## config.mk

```make
export PLATFORM = sky130hd
export DESIGN_NAME = controlador_memoria_dados
export DESIGN_NICKNAME = d
export VERILOG_FILES = /design/src/rtl/controlador_memoria_dados_pkg.sv /design/src/rtl/controlador_memoria_dados.sv
export SDC_FILE = /design/constraint.sdc
export NUM_CORES = 1
export LEC_CHECK = 0
export ABC_AREA = 1
export CORE_MARGIN = 2
export CORE_UTILIZATION = 53
export DETAILED_ROUTE_END_ITERATION = 10
export PLACE_DENSITY = 0.95
export SLEW_MARGIN = 10
export SYNTH_ARGS = -nofsm -noshare
export SYNTH_HDL_FRONTEND = slang
export SYNTH_SLANG_ARGS = --single-unit
```

## constraint.sdc

```tcl
create_clock -name clock -period 4.3 [get_ports clock]
set_input_delay 0.43 -clock clock [delete_from_list [all_inputs] [get_ports clock]]
set_output_delay 0.43 -clock clock [all_outputs]
set_load 0.02 [all_outputs]
```

## src/rtl/controlador_memoria_dados_pkg.sv

```systemverilog
// pacote_memoria: op codes, FSM states and RAM depth shared by the controller and the RAM
package pacote_memoria;
  localparam int MEM_WORDS = 2048;
  localparam logic [1:0] OP_LER = 2'b00;
  localparam logic [1:0] OP_ESCREVER = 2'b01;
  localparam logic [1:0] OP_BASE = 2'b10;
  typedef enum logic [2:0] {
    OCIOSO,
    ESCRITA,
    LEITURA_ENDERECO,
    LEITURA_CAPTURA,
    RESPOSTA
  } estado_t;
endpackage

```

## src/rtl/controlador_memoria_dados.sv

```systemverilog
// controlador_memoria_dados: base-relative load/store/set-base controller in front of a registered-read RAM
module controlador_memoria_dados
  import pacote_memoria::*;
#(
  parameter int DATA_WIDTH = 32,
  parameter int ADDR_WIDTH = 32,
  parameter int MEM_WORDS = pacote_memoria::MEM_WORDS
) (
  input  logic                  clock,
  input  logic                  reset,
  input  logic                  req_valid,
  output logic                  req_ready,
  input  logic [1:0]            req_op,
  input  logic [ADDR_WIDTH-1:0] req_endereco,
  input  logic [DATA_WIDTH-1:0] req_dado,
  output logic                  resp_valid,
  input  logic                  resp_ready,
  output logic [DATA_WIDTH-1:0] resp_dado,
  output logic                  resp_erro,
  output logic [DATA_WIDTH-1:0] ram_data,
  output logic [ADDR_WIDTH-1:0] ram_endereco_leitura,
  output logic [ADDR_WIDTH-1:0] ram_endereco_escrita,
  output logic                  ram_we,
  input  logic [DATA_WIDTH-1:0] ram_q
);
  estado_t state_q, state_d;
  logic [DATA_WIDTH-1:0] base_q, base_d, resp_dado_q, resp_dado_d, ram_data_q, ram_data_d;
  logic [ADDR_WIDTH-1:0] rd_q, rd_d, wr_q, wr_d, ea;
  logic we_q, we_d, valid_q, valid_d, erro_q, erro_d, aceita, falha;
  assign req_ready = state_q == OCIOSO && !reset;
  assign aceita = req_valid && req_ready;
  assign ea = ADDR_WIDTH'(base_q) + req_endereco;
  assign falha = req_op == 2'b11 || (req_op != OP_BASE && ea >= ADDR_WIDTH'(MEM_WORDS));
  assign resp_valid = valid_q;
  assign resp_dado = resp_dado_q;
  assign resp_erro = erro_q;
  assign ram_data = ram_data_q;
  assign ram_endereco_leitura = rd_q;
  assign ram_endereco_escrita = wr_q;
  assign ram_we = we_q;
  // next state and registered outputs; ram_we defaults low so it only pulses for one cycle
  always_comb begin
    state_d = state_q;
    base_d = base_q;
    resp_dado_d = resp_dado_q;
    ram_data_d = ram_data_q;
    rd_d = rd_q;
    wr_d = wr_q;
    we_d = 1'b0;
    valid_d = valid_q;
    erro_d = erro_q;
    case (state_q)
      OCIOSO: if (aceita) begin
        if (falha || req_op == OP_BASE) begin
          base_d = falha ? base_q : req_dado;
          state_d = RESPOSTA;
          valid_d = 1'b1;
          erro_d = falha;
          resp_dado_d = '0;
        end else if (req_op == OP_ESCREVER) begin
          wr_d = ea;
          ram_data_d = req_dado;
          we_d = 1'b1;
          state_d = ESCRITA;
        end else begin
          rd_d = ea;
          state_d = LEITURA_ENDERECO;
        end
      end
      ESCRITA: begin
        state_d = RESPOSTA;
        valid_d = 1'b1;
        erro_d = 1'b0;
        resp_dado_d = '0;
      end
      LEITURA_ENDERECO: state_d = LEITURA_CAPTURA;
      LEITURA_CAPTURA: begin
        state_d = RESPOSTA;
        valid_d = 1'b1;
        erro_d = 1'b0;
        resp_dado_d = ram_q;
      end
      RESPOSTA: if (resp_ready) begin
        state_d = OCIOSO;
        valid_d = 1'b0;
      end
      default: state_d = OCIOSO;
    endcase
  end
  // state and output registers; reset drops any pending response and the write strobe
  always_ff @(posedge clock) begin
    if (reset) begin
      state_q <= OCIOSO;
      base_q <= '0;
      resp_dado_q <= '0;
      ram_data_q <= '0;
      rd_q <= '0;
      wr_q <= '0;
      we_q <= 1'b0;
      valid_q <= 1'b0;
      erro_q <= 1'b0;
    end else begin
      state_q <= state_d;
      base_q <= base_d;
      resp_dado_q <= resp_dado_d;
      ram_data_q <= ram_data_d;
      rd_q <= rd_d;
      wr_q <= wr_d;
      we_q <= we_d;
      valid_q <= valid_d;
      erro_q <= erro_d;
    end
  end
endmodule
```

==> out/qor.yml <==
finish:
  ff_latch_area_sq_mm: 0.00332
  finish.net_count: 1679
  fillCellCount: 1231
  fin_util_pct: 73.5
  areaGrowthSynthToFinish_pct: 36.4
  drive_above_1_share_pct: 4.24
  multi_input_area_sq_mm: 0.00437
  design_area_sq_mm: 0.0116
  diodes: 0
placement:
  io_buffer_count: 233
  place_area_sq_mm: 0.0109
  place_congestion: 0.973
  dpl.hpwl_mm: 18.5
route:
  viasPerCell: 5.14
  drt-met1-wl_mm: 10.4
  drt_pass1_iterations: 6
  routed_wl_mm: 26.2
  wl_per_cell_um: 14.8
  drc: 0
  met3_length_mm: 2.14
  first_iter_violations: 615
  wl_met2_mm: 12.6
  top_layer: "met4"
  vias: 9121
  drtAntennaViolNets: 0
clocking:
  cts_tree: "yes"
  post_cts_buffers: 0
  clockRootBuffer: "clkbuf_16"
  numCtsBuffers: 17
  clkTransAtPathRegs_ns: 0.08
  clk_path_buf_depth: 2
  htreeDepth: 4
  postCtsHoldBufs: 0
  cts.sinks: 166
  clk_latency_ns: 0.43
  cts-resized-gates: 0
timing:
  worst_pin_slew_ns: 1.11
  max_clock_freq_mhz: 292
  setup_violations: 0
  min_period_ns: 3.42
  fin_setup_tns_ns: 0
  finClkSkew_ns: 0.0133
  slew-limit-headroom_pct: 25.7
  finalCritPeriodShare_pct: 79.6
  slew_viol_final: 0
  hold_slack_ns: 0.444
  finalHoldViolations: 0
  rsz0062_at_grt: "false"
power_and_ir_drop:
  power_density_mw_per_mm2: 341
  leakagePower_nw: 5.32
  power.total_mw: 3.95
  swShare_pct: 30.3
  power_switching_mw: 1.20
  p_clk_share_pct: 41.4
  vdd_ir_drop_max_mv: 0.283
  power.share.sequential_pct: 41.2
  combPwrFrac_pct: 17.3
  p_int_mw: 2.75
critical_path:
  end_kind: "flop"
  crit_required_ns: 4.65
  crit_type: "in -> reg"
  critPathMaxFanout: 64
  cp_data_arrival_time_ns: 3.77
  crit_slowest_cell: "buf_4"
  crit_path_start_kind: "primary input"
  critPathBufInv: 2
  crit_family: "simple AND/OR/NAND/NOR gates"
  crit_path_cell_trace: "clkdlybuf4s50_1 -> ha_1 -> fa_1 -> nand3_1 -> nand3_1 -> nand3_1 -> nand3_1 -> nand2_1 -> nand3_1 -> nand2_1 -> nor2_1 -> nand3_1 -> nor2_4 -> nand3_2 -> buf_4 -> nand2_1 -> a21oi_1"
  cp_common_cell: "nand3_1"
  cp_slowest_stage_delay_ns: 0.52
floorplanning:
  die_w_um: 131
  die_h_um: 131
  core_area_sq_mm: 0.0158
  start_util_pct: 53.9
  boundaryPins: 234
  dieArea_sq_mm: 0.0171
  rows: 46
global_route:
  grt_use_total_pct: 30.3
  grt_start_max_net_pins: 90
  first_global_vias: 8700
  grt_pass1_wl_mm: 40.9
  antenna_found_initial: 0
  grt_overflow: 0
run:
  drv_cap: 0
synthesis:
  ys_types: 33
  synth_area_leaders: "dfxtp_1, nand2_1, nor2_1"
  yosys.area.top_type: "dfxtp_1"
  netlist_area_sq_mm: 0.00850
  synth_seq_cells: 166
  seq_area_frac_synth_pct: 39.1
  syn_nets: 1471
  avgSynthCellArea_sq_um: 6.36
  synthCells: 1337
  synth_warnings: 0
  yosysTopAreaCellShare_pct: 39.1
hold_path:
  worstHoldPathType: "reg -> reg"
outcome:
  status: "completed"
## cell usage after synthesis, drive strengths merged
cell type and n:
nand2 466, ha 31, o21bai 1, clkinv 1, nor3 5, xnor2 2, a21o 2, nand3 65
a21oi 90, dfxtp 166, a31oi 1, nand4 11, inv 151, nand3b 4, or2 1, buf 26
o21ai 35, and2 1, clkbuf 27, xor2 9, nor2 241, fa 1
## worst reg2reg max path: cells and delay by family (launching register included)
family / cells / cell delay, ns
AOI/OAI and AO/OA: 1 / 0.21
adders and majority gates: 2 / 0.72
buffers and inverters: 1 / 0.52
DFF: 1 / 0.32
and+or+nand+nor: 12 / 1.45
## power groups by stage
stage / clock network (mW) / logic [mW] / registers, mW
2_1_floorplan: 0 / 0.338 / 1.72
3_3_place_gp: 0 / 0.660 / 1.66
3_5_place_dp: 0 / 0.674 / 1.66
4_1_cts: 1.65 / 0.681 / 1.63
5_1_grt: 1.71 / 0.755 / 1.64
6_report: 1.64 / 0.684 / 1.63
## sequential cells by signal, summed over array words and instances, names as in the netlist
register and count:
base_q 32, ram_data 32, ram_endereco_escrita 32, ram_endereco_leitura 32
resp_dado 32, state_q 3, ram_we 1, resp_erro 1
resp_valid 1
## cells in the final DEF (no fill, tap or decap), types with 10 or more instances in the layout
master / count
nand2_1: 465
o21ai_0: 35
ha_1: 31
nand3_1: 61
clkbuf_16: 17
clkdlybuf4s50_1: 232
inv_1: 149
nor2_1: 236
nand4_1: 10
a21oi_1: 81
dfxtp_1: 166
## worst paths after layout
path	start	endpoint	slack [ns]	cells after the start
max reg2reg	base_q[0]$_SDFFE_PP0P_	ram_endereco_escrita[5]$_SDFFE_PP0P_	1.00	16
max	req_endereco[0]	ram_endereco_escrita[5]$_SDFFE_PP0P_	0.88	17
min reg2reg	ram_endereco_leitura[27]$_SDFFE_PP0P_	ram_endereco_leitura[27]$_SDFFE_PP0P_	0.44	2
min	ram_endereco_leitura[27]$_SDFFE_PP0P_	ram_endereco_leitura[27]$_SDFFE_PP0P_	0.44	2
## layer usage
layer | up-vias | GRT usage [%]
li1 | 4525 | -
met1 | 4147 | 35.2
met2 | 372 | 52.3
met3 | 77 | 8.10
met4 | 0 | 13.8
met5 | - | 0
## area by class of cell
cell class	instances	area share, %
inverters	152	4.93
multi-input cells	966	37.7
clock buffers	17	3.67
repair buffers	242	20.8
flip-flops and latches	166	28.7
clock inverters	15	1.88
well taps	216	2.33
## cells by family (layout without fill, tap and decap cells)
| logic type | Yosys count | after routing | share of synthesized area (%) |
|---|---|---|---|
| adder cells (fa/ha/maj) | 32 | 32 | 4.80 |
| XOR/XNOR | 11 | 11 | 1.13 |
| flip-flops | 166 | 166 | 39.1 |
| AND/OR/NAND/NOR | 794 | 794 | 37.2 |
| AO/OA/AOI/OAI | 129 | 129 | 8.10 |
| buffers and inverters | 205 | 426 | 9.64 |
## metrics by stage
step,worst slack [ns],instances
after floorplan,1.51,1337
after global placement,0.650,1742
after detailed placement,0.592,1742
after CTS,0.975,1774
after global routing,0.667,1774
final,0.877,1774
Note: power is estimated with default switching activity, not from simulation.
